File: src/rtl/cp0_pkg.sv
// rtl/cp0_pkg.sv - CP0-lite register indices, bit positions and cause codes
package cp0_pkg;

   localparam logic [4:0] REG_STATUS = 5'd12;
   localparam logic [4:0] REG_CAUSE  = 5'd13;
   localparam logic [4:0] REG_EPC    = 5'd14;

   localparam int IE_BIT  = 0;
   localparam int EXL_BIT = 1;
   localparam int IM_LSB  = 8;
   localparam int IM_MSB  = 15;
   localparam int EXC_LSB = 2;
   localparam int EXC_MSB = 6;

   typedef enum logic [4:0] {
      EXC_INT     = 5'd0,
      EXC_SYSCALL = 5'd8,
      EXC_BREAK   = 5'd9,
      EXC_RI      = 5'd10,
      EXC_OV      = 5'd12
   } exc_code_t;

   typedef enum logic {
      NORMAL  = 1'b0,
      HANDLER = 1'b1
   } cp0_state_t;

endpackage

File: src/rtl/interrupt_ctrl.sv
// rtl/interrupt_ctrl.sv - interrupt/exception receiver with Status, Cause and EPC
module interrupt_ctrl
   import cp0_pkg::*;
#(
   parameter int               width           = 64,
   parameter logic [width-1:0] exceptionVector = 64'h80000180
) (
   input  logic             clock,
   input  logic             reset,
   input  logic [5:0]       hw_irq,
   input  logic [4:0]       regnum,
   input  logic [width-1:0] wr_data,
   input  logic             MTC0,
   input  logic             ERET,
   input  logic             Exception,
   input  logic [4:0]       exc_code,
   input  logic             Stall,
   input  logic [width-1:0] next_pc,
   output logic [width-1:0] rd_data,
   output logic             TakenInterrupt,
   output logic [width-1:0] EPC,
   output logic [width-1:0] handler_pc
);

   cp0_state_t       state_q, state_d;
   logic [7:0]       im_q, im_d;
   logic             ie_q, ie_d;
   logic [5:0]       ip_hw_q;
   logic [1:0]       ip_sw_q, ip_sw_d;
   logic [4:0]       exc_code_q, exc_code_d;
   logic [width-1:0] epc_q, epc_d;

   logic             pending;
   logic             take_exc;
   logic             take_int;
   logic [15:0]      status_v;
   logic [15:0]      cause_v;

   always_ff @(posedge clock or negedge reset) begin
      if (!reset) begin
         state_q    <= NORMAL;
         im_q       <= '0;
         ie_q       <= 1'b0;
         ip_hw_q    <= '0;
         ip_sw_q    <= '0;
         exc_code_q <= '0;
         epc_q      <= '0;
      end else begin
         state_q    <= state_d;
         im_q       <= im_d;
         ie_q       <= ie_d;
         ip_hw_q    <= hw_irq;
         ip_sw_q    <= ip_sw_d;
         exc_code_q <= exc_code_d;
         epc_q      <= epc_d;
      end
   end

   // Take decision looks only at registered state, so a same-cycle MTC0 or ERET cannot affect it.
   always_comb begin
      pending  = |({ip_hw_q, ip_sw_q} & im_q);
      take_exc = !Stall && Exception;
      take_int = !Stall && !Exception && (state_q == NORMAL) && pending && ie_q;
   end

   always_comb begin
      state_d    = state_q;
      im_d       = im_q;
      ie_d       = ie_q;
      ip_sw_d    = ip_sw_q;
      exc_code_d = exc_code_q;
      epc_d      = epc_q;

      if (MTC0) begin
         case (regnum)
            REG_STATUS: begin
               im_d    = wr_data[IM_MSB:IM_LSB];
               ie_d    = wr_data[IE_BIT];
               state_d = wr_data[EXL_BIT] ? HANDLER : NORMAL;
            end
            REG_CAUSE: ip_sw_d = wr_data[IM_LSB+1:IM_LSB];
            REG_EPC:   epc_d   = wr_data;
            default:   ;
         endcase
      end

      if (ERET) begin
         state_d = NORMAL;
      end

      if (take_exc || take_int) begin
         state_d    = HANDLER;
         exc_code_d = take_exc ? exc_code : EXC_INT;
         if (state_q == NORMAL) begin
            epc_d = next_pc;
         end
      end
   end

   always_comb begin
      status_v                  = '0;
      status_v[IM_MSB:IM_LSB]   = im_q;
      status_v[EXL_BIT]         = (state_q == HANDLER);
      status_v[IE_BIT]          = ie_q;
      cause_v                   = '0;
      cause_v[IM_MSB:IM_LSB]    = {ip_hw_q, ip_sw_q};
      cause_v[EXC_MSB:EXC_LSB]  = exc_code_q;

      rd_data = '0;
      case (regnum)
         REG_STATUS: rd_data[15:0] = status_v;
         REG_CAUSE:  rd_data[15:0] = cause_v;
         REG_EPC:    rd_data       = epc_q;
         default:    ;
      endcase
   end

   assign TakenInterrupt = take_exc || take_int;
   assign EPC            = epc_q;
   assign handler_pc     = exceptionVector;

endmodule
File: config.mk
export PLATFORM = sky130hd
export DESIGN_NAME = interrupt_ctrl
export DESIGN_NICKNAME = d
export VERILOG_FILES = /design/src/rtl/cp0_pkg.sv /design/src/rtl/interrupt_ctrl.sv
export SDC_FILE = /design/constraint.sdc
export NUM_CORES = 1
export LEC_CHECK = 0
export ABC_CLOCK_PERIOD_IN_PS = 2500
export CAP_MARGIN = 20
export CORE_AREA = 2 2 135 137
export DETAILED_ROUTE_END_ITERATION = 12
export DIE_AREA = 0 0 137 139
export HOLD_SLACK_MARGIN = 0.08
export PLACE_DENSITY = 0.7
export SYNTH_ARGS = -nofsm -noshare
export SYNTH_HDL_FRONTEND = slang
export SYNTH_SLANG_ARGS = --single-unit
File: constraint.sdc
create_clock -name clock -period 2.5 [get_ports clock]
set_input_delay 0.375 -clock clock [delete_from_list [all_inputs] [get_ports clock]]
set_output_delay 0.375 -clock clock [all_outputs]
set_load 0.05 [all_outputs]
# Word-level counts from Yosys, hierarchy flattened
# Cells that the tools add are included.
dict set report op_classes {
  n_bitwise 2
  muxes 12
  n_reduce_logical 14
  n_eq_ne 3
}
# operator count
set ops {}
lappend ops {{64-bit two-way mux} 4}
lappend ops {{48-bit two-way mux} 1}
lappend ops {{16-bit case mux with 3 select lines} 1}
lappend ops {{5-bit by 4-bit == test with 1-bit output, second input constant} 3}
lappend ops {{8-bit bitwise AND} 1}
lappend ops {{8-bit OR reduction} 1}
lappend ops {{2-bit AND reduction} 3}
lappend ops {{3-bit nonzero test} 2}
lappend ops {{1-bit logical AND} 5}
lappend ops {{1-bit two-way mux} 5}
lappend ops {{5-bit two-way mux} 1}
lappend ops {{1-bit zero test} 2}
lappend ops {{1-bit logical OR} 1}
lappend ops {{1-bit inverter} 1}
dict set report word_totals {
  out_inout_bits 193
  register_bits 87
  word_cells 38
  inputBits 150
}

# Longest topological paths before layout
# Gate-level depths: netlist (run 1).
dict set report depth {
  ltp_word 8
  depth_mapped 5
}

# Least setup slack after synthesis (run 1)
# OpenSTA, ideal clock, no wires.
dict set report synth_timing {
  kind {in2out}
  startpoint {input regnum[1]}
  endpoint {output rd_data[10]}
  path_stages 3
  arrival_time_ns 2.053
  required_ns 2.125
  path_slack_ns 0.072
  path_cell_list {buf_1 > mux2i_1 > o21ai_0}
}
dict set report synth_between {
  elab_chain_len 2
  word_cells_on_any_way 4
  classes_between {3 x eq/ne; 1 x mux}
}
# item line_no
set synth_lines {}
lappend synth_lines {{start: declaration} interrupt_ctrl.sv:11} ;# input logic [4:0] regnum,
lappend synth_lines {{5-bit by 4-bit == test with 1-bit output} interrupt_ctrl.sv:110} ;# case (regnum)
lappend synth_lines {{16-bit case mux with 3 select lines (*)} interrupt_ctrl.sv:110}
lappend synth_lines {{end: declaration} interrupt_ctrl.sv:19} ;# output logic [width-1:0] rd_data,
# Mark *: on every way between the ends. The rest lies on a longest branch, timed or not.

# Worst setup path in the final report (run 1)
dict set report layout_timing {
  startpoint {input regnum[4]}
  endpoint {output rd_data[2]}
}
# Same word-level chain as after synthesis.

==> results of run 1 <==
layout make-up:
type                    instances  area [um2]
fillers                      1565        8350
repair buffers                304        3730
multi-input cells             321        2830
flip-flops and latches         87        2180
well taps                     229         287
clock buffers                  12         267
clock inverters                 3        17.5
diodes                          1        2.50
power breakdown:
group	switching [mW]	total, mW	internal, mW
clock	0.551	1.30	0.746
sequential	0.321	2.09	1.77
combinational	1.95	3.52	1.57
worst min-delay path by stage:
| stage | startpoint | endpoint | slack [ns] | cells past startpoint |
|---|---|---|---|---|
| 2_1_floorplan | reset | EPC[0] | 0.08 | 0 |
| 3_5_place_dp | reset | EPC[18] | 0.34 | 1 |
| 5_1_grt | hw_irq[0] | ip_hw_q[0] | 0.46 | 1 |
| 6_report | hw_irq[0] | ip_hw_q[0] | 0.47 | 1 |
| 4_1_cts | hw_irq[0] | ip_hw_q[0] | 0.46 | 1 |
| 3_3_place_gp | reset | EPC[63] | 0.34 | 1 |
metrics by stage:
step	utilization [%]	hold WS [ns]	worst slack [ns]	instances	area [um2]
final	52.7	0.475	0.103	957	9310
after detailed placement	51.0	0.337	0.0469	940	9000
after CTS	52.7	0.459	0.0827	956	9300
after floorplan	-	0.0794	0.0723	493	5590
after global routing	52.7	0.457	0.0153	956	9300
after global placement	51.0	0.337	0.0954	940	9000
worst reg2reg max path: cells and delay by family (launching register included):
family          cells  cell delay (ns)
compound gates      2             0.53
buf+inv             1             0.30
flops               1             0.39
mux                 1             0.36
simple gates        1             0.54
state kept, by name, summed over array words and instances, names as in the netlist:
name        cells
ip_hw_q         6
im_q            8
ip_sw_q         2
EPC            64
state_q         1
exc_code_q      5
ie_q            1
cell families after synthesis:
| logic type | after synthesis |
|---|---|
| multiplexers | 150 |
| buffers and inverters | 85 |
| AO/OA/AOI/OAI | 24 |
| other | 2 |
| flip-flops | 87 |
| AND/OR/NAND/NOR | 83 |
what timing repair did:
action,in CTS,in global routing
hold endpoints to repair,28,0
buffers inserted,0,0
hold buffers,1,0
gates resized for setup,0,1
setup endpoints to repair,0,3
layout by cell type (no fill, tap or decap), drive strengths merged, types with 2 or more instances in the layout:
cell and count:
nand2 19, mux2 139, o21ai 13, clkdlybuf4s50 212, clkinv 2, a22o 5, or3b 2, nor2 5
clkbuf 12, nor3b 2, mux2i 11, a22oi 4, buf 91, and2 49, dfrtp 87, conb 64
nand3b 2
metal layers:
| metal | GRT usage [%] | vias to the layer above | wire length [um] |
|---|---|---|---|
| li1 | - | 1948 | - |
| met1 | 21.7 | 1981 | 6640 |
| met2 | 30.3 | 201 | 8330 |
| met3 | 5.04 | 24 | 1340 |
| met4 | 6.08 | 2 | 349 |
| met5 | 0 | - | 7 |
==> impl_metrics.env, run 1 <==
export IMPL_cts_buffer_depth=2
export IMPL_powerDensity_mw_per_mm2=742
export IMPL_yosysWarnings=0
export IMPL_first_iter_violations=119
export IMPL_worstMarginPinSlew_ns=0.628
export IMPL_reg2regPathDepth=5
export IMPL_htreeDepth=3
export IMPL_crit_type="in -> out"
export IMPL_synthXorXnorAreaFrac_pct=0
export IMPL_dr_pass1_iters=4
export IMPL_root_buffer="clkbuf_16"
export IMPL_hold_viol_final=0
export IMPL_muxShareOfSynthArea_pct=35.4
export IMPL_cp_required_ns=2.12
export IMPL_syn_area_per_cell_um2=12.4
export IMPL_path_clk_slew_ns=0.06
export IMPL_cts_buffers_inserted=9
export IMPL_worstPathArrival_ns=2.02
export IMPL_ant_nets=0
export IMPL_cp_num_buf_inv=4
export IMPL_chipHeight_um=139
export IMPL_worstSetupEndpointType="output pin"
export IMPL_ir_drop_v=0.000416
export IMPL_yosysTopAreaCell="dfrtp_1"
export IMPL_synth_most_common_cell="dfrtp_1"
export IMPL_yosys_register_bits=87
export IMPL_synth_edf_count=0
export IMPL_start_util_pct=30.4
export IMPL_crit_path_end="rd_data[2]"
export IMPL_cpMaxStageDelayCell="clkdlybuf4s50_1"
export IMPL_rsz0062_at_grt="false"
export IMPL_fin_crit_ns=2.40
export IMPL_wirelength_mm=16.7
export IMPL_yosys_area_share_simple_pct=9.12
export IMPL_syn_area_mm2=0.00536
export IMPL_overflow=0
export IMPL_grt_start_max_net_pins=44
export IMPL_p_leak_nw=4.08
export IMPL_vias=4156
export IMPL_cap_viol_max_count=0
export IMPL_synth_fa_ha_area_share_pct=0
export IMPL_crit_family="buffers and inverters"
export IMPL_area_growth_pct=73.6
export IMPL_io_buffers=278
export IMPL_fin_total_pwr_mw=6.91
export IMPL_reg2reg_from="im_q[0]"
export IMPL_holdCritPathClass="in -> reg"
export IMPL_yosysSeqAreaShare_pct=40.6
export IMPL_drcViolationCount=0
export IMPL_pin_count=343
export IMPL_dieWidth_um=137
export IMPL_async_reset_ff_share_pct=100
export IMPL_cp_depth=7
export IMPL_routed_via_density=4.34
export IMPL_crit_path_frequent_cell="buf_12"
export IMPL_cts_tree="built"
export IMPL_cp_max_fo=30
export IMPL_rows=49
export IMPL_synth_top_area_share_pct=40.6
export IMPL_drt_wirelength_per_cell_um=17.4
export IMPL_synth_top_family_by_area="multiplexers"
export IMPL_relSlewSlack_pct=58.1
export IMPL_rrSetupSlack_ns=0.26
export IMPL_fmax_mhz=417
export IMPL_antenna_found_initial=2
export IMPL_grt_pass1_vias=4487
export IMPL_crit_chain="clkdlybuf4s50_1 -> nand3b_1 -> buf_4 -> nor3b_4 -> buf_12 -> a22o_1 -> buf_12"
export IMPL_synth_cell_type_count=29
export IMPL_drive_gt1_share_pct=34.7
export IMPL_synth_compound_area_share_pct=3.24
export IMPL_ys_flop_type="dfrtp_1"
export IMPL_final_nets=873
export IMPL_grt_usage_pct=17.9
export IMPL_setup_viol=0
export IMPL_synth_area_top_cells="dfrtp_1 41%, mux2_4 17%, mux2_2 17%"
export IMPL_start_kind="input port"
export IMPL_synthCells=431
export IMPL_grt_pass1_wl_mm=25.8
export IMPL_max_stage_delay_ns=0.42
export IMPL_setup_tns_ns=0
export IMPL_clkLatencyLatePin_ns=0.34
export IMPL_clock_sinks=87
export IMPL_dp_hpwl_mm=13.3
export IMPL_slew_violations=0
export IMPL_globalplace_congestion=0.778
export IMPL_startpoint="regnum[4]"
export IMPL_core_area_mm2=0.0177
export IMPL_r2r_end="EPC[0]"
export IMPL_fin_crit_sh_pct=95.9
export IMPL_die_area_mm2=0.0190
export IMPL_worst_clock_skew_ns=0.00713
export IMPL_synthTopCellsByCount="87 x dfrtp_1, 79 x mux2_2, 64 x buf_4, 60 x mux2_4, 49 x and2_1"
export IMPL_status="finished, final reports clean"
No activity file was read; power rests on OpenSTA's default activity.
==> run 2: changes to the inputs <==
- ABC_CLOCK_PERIOD_IN_PS: 2500 -> default
- CTS_BUF_LIST: default -> sky130_fd_sc_hd__clkbuf_16
==> run 2 against run 1 <==
  * Combinational power about the same
  * Register-to-register slack got worse by 0.02 ns
  * Setup slack about the same
  * Via count increased by 0.55%
  * First-iteration DRC count decreased by 16%
  * Clock skew increased by 0.0010 ns
  * Critical path type unchanged
  * Hold slack improved by 0.0022 ns
  * Global-route usage about the same
  * Core utilization decreased by 0.17 points
  * Non-clock buffer count unchanged
==> impl_metrics.env, run 2 (same netlist as run 1, synthesis figures left out) <==
export IMPL_status="finished, final reports clean"
export IMPL_reg2reg_from="im_q[0]"
export IMPL_cp_required_ns=2.12
export IMPL_fin_crit_ns=2.40
export IMPL_area_growth_pct=73.0
export IMPL_use_met3_pct=5.01
export IMPL_largest_reg_flops=64
export IMPL_rsz0062_at_grt="false"
export IMPL_grt_start_max_net_pins=44
export IMPL_dp_hpwl_mm=13.3
export IMPL_dieWidth_um=137
export IMPL_drt_wirelength_per_cell_um=17.4
export IMPL_r2r_end="EPC[0]"
export IMPL_drcViolationCount=0
export IMPL_first_iter_violations=100
export IMPL_cts_tree="built"
export IMPL_cp_max_fo=30
export IMPL_vias=4179
export IMPL_antenna_found_initial=2
export IMPL_grt_pass1_vias=4500
export IMPL_worstSetupEndpointType="output pin"
export IMPL_worstHoldPathCells=1
export IMPL_top_usage_layer="met2"
export IMPL_rrSetupSlack_ns=0.24
export IMPL_die_area_mm2=0.0190
export IMPL_worst_clock_skew_ns=0.00815
export IMPL_final_common_cell="clkdlybuf4s50_1"
export IMPL_place_inst=940
export IMPL_gr_usage_met2_pct=30.5
export IMPL_ir_drop_v=0.000415
export IMPL_hold_end="ip_hw_q[0]"
export IMPL_worstMarginPinSlew_ns=0.653
export IMPL_final_cell_area_mm2=0.00928
export IMPL_regArea_mm2=0.00218
export IMPL_cts_buffer_depth=2
export IMPL_cap_viol_max_count=0
export IMPL_holdCritPathClass="in -> reg"
export IMPL_hold_viol_final=0
export IMPL_grt_pass1_wl_mm=25.8
export IMPL_whs_ns=0.477
export IMPL_final_nets=873
export IMPL_cts_setup_buffers=0
export IMPL_core_area_mm2=0.0177
export IMPL_final_cell_mix="212 x clkdlybuf4s50_1, 87 x dfrtp_1, 79 x mux2_2"
export IMPL_start_util_pct=30.4
export IMPL_globalplace_congestion=0.778
export IMPL_routed_via_density=4.37
export IMPL_use_met1_pct=21.6
export IMPL_placed_area_mm2=0.00900
export IMPL_dr_pass1_iters=4
export IMPL_drive_gt1_share_pct=34.3
export IMPL_fin_crit_sh_pct=95.9
export IMPL_htreeDepth=3
export IMPL_pin_count=343
export IMPL_fmax_mhz=417
export IMPL_rows=49
export IMPL_path_clk_slew_ns=0.06
export IMPL_root_buffer="clkbuf_16"
export IMPL_overflow=0
export IMPL_multi_input_area_mm2=0.00283
export IMPL_min_from="hw_irq[0]"
export IMPL_fin_total_pwr_mw=6.81
export IMPL_setup_viol=0
export IMPL_fillers=1571
export IMPL_ant_nets=0
export IMPL_grt_usage_pct=17.9
export IMPL_cts_buffers_inserted=9
export IMPL_wirelength_mm=16.7
export IMPL_crit_type="in -> out"
export IMPL_chipHeight_um=139
export IMPL_clkLatencyLatePin_ns=0.34
export IMPL_setup_tns_ns=0
export IMPL_clock_sinks=87
export IMPL_reg2regPathDepth=5
export IMPL_slew_violations=0
export IMPL_p_leak_nw=4.06
export IMPL_start_kind="input port"
export IMPL_worstPathArrival_ns=2.02
export IMPL_powerDensity_mw_per_mm2=734
export IMPL_relSlewSlack_pct=56.4
export IMPL_fin_cells=957
export IMPL_io_buffers=278
## run 2: cell types whose count changed in the layout (fill, tap and decap cells not counted)
cell	previous run	this run
clkinv_1	0	3
clkbuf_8	3	0
## run 2: critical path, cell delays in order
cell and delay, ns:
clkdlybuf4s50_1 0.42, nand3b_1 0.16, buf_4 0.17, nor3b_4 0.29, buf_12 0.21, a22o_1 0.23, buf_12 0.15
## run 2: through the flow
step | setup WS [ns] | utilization, %
floorplan | 0.0723 | -
global placement | 0.0954 | 51.0
detailed placement | 0.0469 | 51.0
CTS | 0.0827 | 52.5
global route | 0.0153 | 52.5
finish | 0.103 | 52.5
## run 2: repair_timing
item | in CTS | in global routing
gates resized for setup | 0 | 1
setup endpoints to repair | 0 | 3
hold endpoints to repair | 28 | 0
hold buffers | 1 | 0
## run 2: worst max-delay path by stage
stage | slack, ns | to | depth (start not counted) | start
floorplan | 0.07 | rd_data[10] | 3 | regnum[1]
global placement | 0.1 | EPC[0] | 6 | Stall
detailed placement | 0.05 | EPC[0] | 6 | Stall
CTS | 0.08 | rd_data[11] | 9 | regnum[4]
global route | 0.02 | rd_data[15] | 9 | regnum[4]
finish | 0.10 | rd_data[2] | 7 | regnum[4]
## run 2: area by class of cell
cell class	count	share of cell area, %
clock buffer	9	2.43
clock inverter	6	0.310
timing repair buffer	304	40.2
multi-input combinational	321	30.5
antenna	1	0.0270
tap	229	3.09
sequential	87	23.5
## run 2: report_power, final
group          leakage (nW)  internal (mW)  switching (mW)  total [mW]
logic                  2.91           1.57            1.95        3.52
clock network         0.124          0.654           0.545        1.20
registers              1.03           1.77           0.321        2.10
## run 2: per-layer routing
metal,vias up,wire (um)
li1,1949,-
met1,1999,6590
met2,205,8380
met3,24,1350
met4,2,345
met5,-,7
==> run 3: changes to the inputs <==
- CELL_PAD_IN_SITES_DETAIL_PLACEMENT: default -> 1
- CELL_PAD_IN_SITES_GLOBAL_PLACEMENT: default -> 1
- CORE_AREA: 2 2 135 137 -> default
- CORE_ASPECT_RATIO: default -> 1.2
- CORE_MARGIN: default -> 1
- CORE_UTILIZATION: default -> 27
- DIE_AREA: 0 0 137 139 -> default
- PLACE_DENSITY: 0.7 -> 0.82
==> run 3 against run 2 <==
  * Global-route usage decreased by 0.38 points
  * Final cell count increased by 2.4%
  * Via count rose by 2.4%
==> impl_metrics.env, run 3 (same netlist as run 1, synthesis figures left out) <==
export IMPL_hold_end="ip_hw_q[5]"
export IMPL_grt_usage_pct=17.5
export IMPL_reg2reg_from="im_q[6]"
export IMPL_clock_sinks=87
export IMPL_cp_max_fo=9
export IMPL_overflow=0
export IMPL_fin_crit_ns=2.41
export IMPL_chipHeight_um=156
export IMPL_placed_area_mm2=0.00893
export IMPL_p_leak_nw=4.01
export IMPL_powerDensity_mw_per_mm2=754
export IMPL_rows=56
export IMPL_cp_num_buf_inv=3
export IMPL_cts_buffers_inserted=9
export IMPL_start_kind="input port"
export IMPL_worstPathArrival_ns=2.04
export IMPL_fin_total_pwr_mw=6.97
export IMPL_area_growth_pct=72.4
export IMPL_final_cell_mix="212 x clkdlybuf4s50_1, 87 x dfrtp_1, 79 x mux2_2"
export IMPL_root_buffer="clkbuf_16"
export IMPL_vias=4279
export IMPL_rsz0062_at_grt="false"
export IMPL_crit_type="in -> out"
export IMPL_setup_viol=0
export IMPL_grt_pass1_wl_mm=26.6
export IMPL_worstMarginPinSlew_ns=0.561
export IMPL_drive_gt1_share_pct=33.4
export IMPL_ant_nets=0
export IMPL_dieWidth_um=131
export IMPL_r2r_end="EPC[63]"
export IMPL_place_ws_ns=0.00912
export IMPL_combPwrFrac_pct=50.6
export IMPL_max_stage_delay_ns=0.43
export IMPL_drt_wirelength_per_cell_um=18.1
export IMPL_cts_repair_resized=0
export IMPL_clkPwrFrac_pct=19.4
export IMPL_holdCritPathClass="in -> reg"
export IMPL_largest_reg_flops=64
export IMPL_worstHoldPathCells=1
export IMPL_crit_family="buffers and inverters"
export IMPL_fin_cells=980
export IMPL_fmax_mhz=414
export IMPL_pin_count=343
export IMPL_first_iter_violations=75
export IMPL_wirelength_mm=17.8
export IMPL_crit_chain="clkdlybuf4s50_1 -> nand3b_1 -> nor3b_2 -> buf_4 -> nand2_1 -> o21ai_0 -> buf_12"
export IMPL_min_from="hw_irq[5]"
export IMPL_cts_buffer_depth=2
export IMPL_hold_viol_final=0
export IMPL_io_buffers=278
export IMPL_start_util_pct=27.5
export IMPL_worst_slack_ns=0.0851
export IMPL_p_seq_share_pct=30.0
export IMPL_core_area_mm2=0.0195
export IMPL_ir_drop_v=0.000378
export IMPL_cp_required_ns=2.12
export IMPL_power_net_switching_mw=2.87
export IMPL_final_common_cell="clkdlybuf4s50_1"
export IMPL_clkLatencyLatePin_ns=0.35
export IMPL_cap_viol_max_count=0
export IMPL_globalplace_congestion=0.753
export IMPL_setup_tns_ns=0
export IMPL_cpMaxStageDelayCell="clkdlybuf4s50_1"
export IMPL_die_area_mm2=0.0204
export IMPL_p_sw_share_pct=41.2
export IMPL_grt_pass1_vias=4769
export IMPL_final_nets=863
export IMPL_fin_crit_sh_pct=96.6
export IMPL_drcViolationCount=0
export IMPL_path_clk_slew_ns=0.07
export IMPL_status="finished, final reports clean"
export IMPL_worstSetupEndpointType="output pin"
export IMPL_dp_hpwl_mm=14.1
export IMPL_place_inst=961
export IMPL_grt_start_max_net_pins=52
export IMPL_p_int_mw=4.10
export IMPL_dr_pass1_iters=4
export IMPL_fillers=2066
export IMPL_cts_tree="built"
export IMPL_routed_via_density=4.37
export IMPL_reg2regPathDepth=5
export IMPL_relSlewSlack_pct=62.5
export IMPL_final_cell_area_mm2=0.00925
export IMPL_worst_clock_skew_ns=0.00804
export IMPL_antenna_found_initial=1
export IMPL_slew_violations=0
export IMPL_rrSetupSlack_ns=0.56
export IMPL_htreeDepth=3
-- run 3: final cells by class --
type                       count  area [um2]  area share, %
timing repair buffer         294        3630           39.2
tap                          261         327           3.53
multi-input combinational    321        2820           30.5
clock buffer                   9         225           2.44
sequential                    87        2180           23.5
antenna                        1        2.50         0.0271
clock inverter                 7        65.1          0.704
-- run 3: repair_timing --
action / CTS / global route
setup buffers: 0 / 1
setup endpoints to repair: 1 / 13
hold endpoints to repair: 36 / 0
hold buffers: 1 / 0
pin swaps: 1 / 0
-- run 3: power by group through the flow --
stage	combinational [mW]	clock (mW)	sequential, mW
6_report	3.52	1.35	2.09
5_1_grt	3.67	1.45	2.15
4_1_cts	3.55	1.40	2.10
3_5_place_dp	3.54	0	2.12
3_3_place_gp	3.47	0	2.11
2_1_floorplan	1.34	0	3.12
-- run 3: worst max-delay path by stage --
stage | startpoint | cells after the start | end
after global routing | regnum[4] | 7 | rd_data[12]
after floorplan | regnum[1] | 3 | rd_data[10]
final | regnum[4] | 7 | rd_data[12]
after detailed placement | regnum[4] | 7 | rd_data[12]
after CTS | regnum[4] | 7 | rd_data[12]
after global placement | regnum[2] | 7 | rd_data[8]
-- run 3: layer usage --
layer	part of all wire [%]	vias up	track usage, %
li1	-	1931	-
met1	35	2129	18.0
met2	57	187	33.0
met3	5.5	32	3.73
met4	2.7	0	8.32
met5	0	-	0
-- run 3: per-stage QoR --
step,utilization (%),hold slack (ns)
after detailed placement,45.9,0.395
after global routing,47.5,0.453
after floorplan,-,0.0794
after CTS,47.4,0.442
final,47.5,0.459
after global placement,45.9,0.381
==> patch 1: new RTL, config.mk and constraints of run 3 <==
`im_q` no longer has a reset.
--- a/src/rtl/interrupt_ctrl.sv
+++ b/src/rtl/interrupt_ctrl.sv
@@ -40,5 +40,4 @@
       if (!reset) begin
          state_q    <= NORMAL;
-         im_q       <= '0;
          ie_q       <= 1'b0;
          ip_hw_q    <= '0;
@@ -48,5 +47,4 @@
       end else begin
          state_q    <= state_d;
-         im_q       <= im_d;
          ie_q       <= ie_d;
          ip_hw_q    <= hw_irq;
@@ -55,4 +53,8 @@
          epc_q      <= epc_d;
       end
+   end
+
+   always_ff @(posedge clock) begin
+      im_q <= im_d;
    end
 
Behaviour: not the same (a bounded check fails within 4 cycles, from zero or initial values and one cycle with reset low).
==> patch 1 against run 3 <==
Worst hold slack improved by 0.016 ns. Routed wire length up 7.3%. Final area down 2.0%. Sequential cell count unchanged. Combinational power shrank 21%. Synthesized area shrank 2.4%. Global-route usage rose by 1.8 points. Worst setup slack gained 0.0055 ns. Power is 10% lower. Critical path type unchanged. Largest power group unchanged.
==> patch 1: results (changes against run 3) <==
| Metric | Value |
|---|---|
| Status | finished, final reports clean |
| FF-to-FF End | EPC[18] |
| Pleak | 3.55 nW (-11%) |
| CTS buffer count | 9 (unchanged) |
| Post-synth ARST share | 0.908 (-0.0920) |
| Yosys cell types | 29 (unchanged) |
| CP Max Fanout | 29 (+20) |
| Clk_skew | 0.0132 ns (+0.00512 ns) |
| Commonest cells post-synth | o21ai_0 (81), dfrtp_1 (79), mux2i_1 (73) |
| Via count | 4,760 (+11%) |
| Fin cells | 1,029 (+5.0%) |
| Max reg flops | 64 (unchanged) |
| CP peak stage delay | 0.49 ns (+0.06 ns) |
| First-pass iteration count of the detailed router | 4 (unchanged) |
| Fill cell count | 2,025 (-2.0%) |
| IR drop worst, VDD | 0.371 mV (-1.6%) |
| Post-synth EDFFs | 8 (+8) |
| Crit-path slowest cell | clkdlybuf4s50_1 |
| Ant diodes | 0 (-1) |
| Later-pin clock latency in the skew report | 0.34 ns |
| Port bufs | 278 (unchanged) |
| GPL Wtd Cong | 0.753 (about the same) |
| Top cells by area, synth | dfrtp_1 (38%), mux2i_1 (14%), o21ai_2 (10%) |
| Actual slew at the worst max-slew pin | 0.607 ns (+0.0453 ns) |
| Initial antenna violation count | 0 (-1) |
| Clock Path Buffers | 2 (unchanged) |
| Iteration-0 DRC Markers | 139 (+85%) |
| Top-count cell post-synth | o21ai_0 |
| DP Wirelength | 14.7 mm (+4.6%) |
| Arrival time worst endpoint | 2.03 ns |
| YS warnings | 0 (unchanged) |
| Worst hold path startpoint | hw_irq[1] |
| Fin nets | 919 (+6.5%) |
| Synth Instances | 502 (+16%) |
| Largest net degree at the start of global routing | 42 (-19%) |
| P_int | 3.63 mW (-11%) |
| WHS Path Cells | 1 (unchanged) |
| First-pass GRT wire length | 29.3 mm (+10%) |
| Slew Viols, Final | 0 (unchanged) |
| Worst Hold End | ip_hw_q[1] |
| Fraction of layout cells with a size suffix above 1 | 0.211 (-0.123) |
| Sequential area share after synthesis | 0.424 (+0.0177) |
| Vias in the first global route | 5,171 (+8.4%) |
| CTS Root Cell | clkbuf_16 |
| R2R setup slack | 0.61 ns (+0.05 ns) |
| Worst hold path type | input port to flop |
| Reg-to-Reg Start | state_q |
| DIE AREA | 19,900 um2 (-2.4%) |
| GRT Overall Usage | 0.193 (+0.0179) |
| WL per Instance | 18.5 um (+2.2%) |
## patch 1: cell count changes after synthesis, moves of 5 or more
| cell | change |
|---|---|
| o21ai_2 | +60 |
| mux2_4 | -60 |
| mux2_2 | -76 |
| buf_8 | +6 |
| edfxtp_1 | +8 |
| o21ai_0 | +68 |
| dfrtp_1 | -8 |
| mux2i_1 | +62 |
| clkbuf_1 | +14 |
| buf_6 | -5 |
## patch 1: power groups by stage
stage	sequential, mW	combinational, mW	clock [mW]
after global placement	2.00	2.74	0
after CTS	1.99	2.79	1.54
after detailed placement	2.00	2.79	0
after global routing	2.03	2.90	1.58
after floorplan	2.84	0.921	0
final	1.99	2.77	1.49
## patch 1: what timing repair did
action	4_1_cts	5_1_grt
hold endpoints to repair	40	0
hold buffers	1	0
setup buffers	0	0
resized for setup	0	0
## patch 1: cell type report
type                    instances  area [um2]  share of cell area
flip-flops and latches         87        2220               0.245
well taps                     256         320              0.0353
multi-input cells             376        2560               0.283
inverters                       2        7.51            0.000828
clock buffers                  10         250              0.0276
repair buffers                293        3630               0.401
clock inverters                 5        72.6             0.00801
## patch 1: critical path: cells and delay by family
kind,cells,cell delay [ns]
buffers and inverters,3,0.90
AND/OR/NAND/NOR,3,0.59
AO/OA/AOI/OAI,1,0.15
## patch 1: cells by family after synthesis
| family | share of synthesized area |
|---|---|
| muxes | 0.146 |
| AOI/OAI and AO/OA | 0.202 |
| other | 0.00144 |
| buffers and inverters | 0.134 |
| DFF | 0.424 |
| and+or+nand+nor | 0.0923 |
## patch 1: per-stage QoR
step           total power, mW  hold WS, ns  cell area, um2  setup slack (ns)   util
5_1_grt                   6.51        0.459            9060            0.0261  0.479
2_1_floorplan             3.76       0.0794            5470             0.229      -
6_report                  6.24        0.475            9060            0.0905  0.479
4_1_cts                   6.32        0.460            9060            0.0764  0.479
3_5_place_dp              4.79        0.426            8730            0.0863  0.461
3_3_place_gp              4.73        0.418            8730             0.134  0.461
## patch 1: routing by layer
| layer | up-vias | track usage | routed length [um] |
|---|---|---|---|
| li1 | 2164 | - | - |
| met1 | 2347 | 0.212 | 7180 |
| met2 | 224 | 0.353 | 10100 |
| met3 | 25 | 0.0498 | 1400 |
| met4 | 0 | 0.0700 | 408 |
| met5 | - | 0 | 0 |
## patch 1: worst max path at each step
stage / from / to / slack, ns / depth (start not counted)
6_report: regnum[2] / rd_data[9] / 0.09 / 7
2_1_floorplan: regnum[4] / rd_data[10] / 0.23 / 5
3_5_place_dp: regnum[4] / rd_data[11] / 0.09 / 7
4_1_cts: regnum[4] / rd_data[11] / 0.08 / 7
3_3_place_gp: regnum[4] / rd_data[14] / 0.13 / 7
5_1_grt: regnum[2] / rd_data[15] / 0.03 / 7
==> patch 2: new RTL, config.mk and constraints of run 3 <==
Without the edit above. Put a register stage on the output `TakenInterrupt`, with the module's reset. The value now appears one clock later. The other outputs are not delayed to match.
--- a/src/rtl/interrupt_ctrl.sv
+++ b/src/rtl/interrupt_ctrl.sv
@@ -116,5 +116,11 @@
    end
 
-   assign TakenInterrupt = take_exc || take_int;
+   always_ff @(posedge clock or negedge reset) begin
+      if (!reset) begin
+         TakenInterrupt <= '0;
+      end else begin
+         TakenInterrupt <= take_exc || take_int;
+      end
+   end
    assign EPC            = epc_q;
    assign handler_pc     = exceptionVector;
Check against the original RTL: not equivalent (a bounded check fails within 4 cycles, from zero or initial values and one cycle with reset low).
==> patch 2 against run 3 <==
Sequential cell count grew 1. Worst setup slack better by 0.014 ns. Final area is 0.58% higher. First-iteration DRC count is 99% higher. Synthesized area is 0.47% higher. Global-route usage increased by 0.14 points. Power shrank 0.95%. Largest cell class unchanged. Routed wire length up 1.9%.
==> patch 2: results (changes against run 3) <==
| Metric | Value |
|---|---|
| Status | finished, final reports clean |
| Iteration-0 DRC Markers | 149 (+99%) |
| Post-synthesis mux area share | 0.353 (-0.00165) |
| CP startpoint | regnum[3] |
| Clk_skew | 0.00977 ns (+0.00174 ns) |
| Slew headroom | 0.623 (-0.00129) |
| Met1 usage | 0.187 (+0.00701) |
| GR Util met2 | 0.328 (-0.00227) |
| Via count | 4,298 (+0.44%) |
| WL met1 | 6.49 mm (+3.7%) |
| CP Max Fanout | 34 (+25) |
| Pre-CTS setup slack | -0.0565 ns (-0.0656 ns) |
| First-pass GRT wire length | 26.9 mm (+1.2%) |
| GRT Overall Usage | 0.177 (+0.00145) |
| Met3 wire length | 1.02 mm (+3.9%) |
| Fin nets | 873 (+1.2%) |
| Sequential area share after synthesis | 0.409 (+0.00276) |
| Pleak | 4.05 nW (+0.97%) |
| Compound-Gate Fraction of Synth Area | 0.0323 (-0.000151) |
| Worst hold path type | input port to async pin |
| Fill cell count | 2,058 (-0.39%) |
| Fraction of layout cells with a size suffix above 1 | 0.339 (+0.00502) |
| IR drop worst, VDD | 0.390 mV (+3.2%) |
| Vias in the first global route | 4,773 (+0.084%) |
| DP Wirelength | 14.7 mm (+4.8%) |
[patch 2: changes by cell type after synthesis, sizes merged]
| cell | change |
|---|---|
| dfrtp | +1 |
[patch 2: per-stage QoR]
stage               cell area (um2)  total power, mW  instances
floorplan                      5620             4.48        494
global placement               9000             5.62        971
detailed placement             9000             5.70        971
CTS                            9290             6.99        989
global route                   9300             7.20        990
finish                         9300             6.90        990
[patch 2: where the power goes]
part	switching [mW]	total [mW]	internal, mW
sequential	0.328	2.12	1.79
combinational	1.98	3.54	1.56
clock	0.582	1.24	0.662
total	2.89	6.90	4.01
[patch 2: final cells by class]
cell class / instances / share of cell area
antenna: 1 / 0.000269
clock inverter: 7 / 0.00417
sequential: 88 / 0.237
tap: 261 / 0.0351
timing repair buffer: 303 / 0.395
clock buffer: 9 / 0.0242
multi-input combinational: 321 / 0.304
[patch 2: path summary, 6_finish.rpt]
path,slack [ns],endpoint,cells past startpoint
max,0.1,rd_data[46],7
min,0.41,EPC[11],2
max reg2reg,0.46,EPC[63],5
min reg2reg,0.54,exc_code_q[4],2
max in group asynchronous,1.34,EPC[61],3
min in group clock,0.47,ip_hw_q[4],1
[patch 2: kinds of logic after synthesis]
logic type	Yosys count
multiplexers	150
AO/OA/AOI/OAI	24
other	2
AND/OR/NAND/NOR	83
buffers and inverters	85
flip-flops	88
[patch 2: critical path, stage by stage]
cell and delay (ns):
clkdlybuf4s50_1 0.51, nand3b_1 0.10, buf_4 0.18, nor3b_4 0.20, buf_6 0.26, and2_1 0.23, buf_12 0.15
[patch 2: what timing repair did]
item	CTS	global route
gates resized for setup	1	1
buffers inserted	1	0
hold endpoints to repair	8	0
hold buffers	1	0
setup endpoints to repair	35	1
pin swaps	1	0
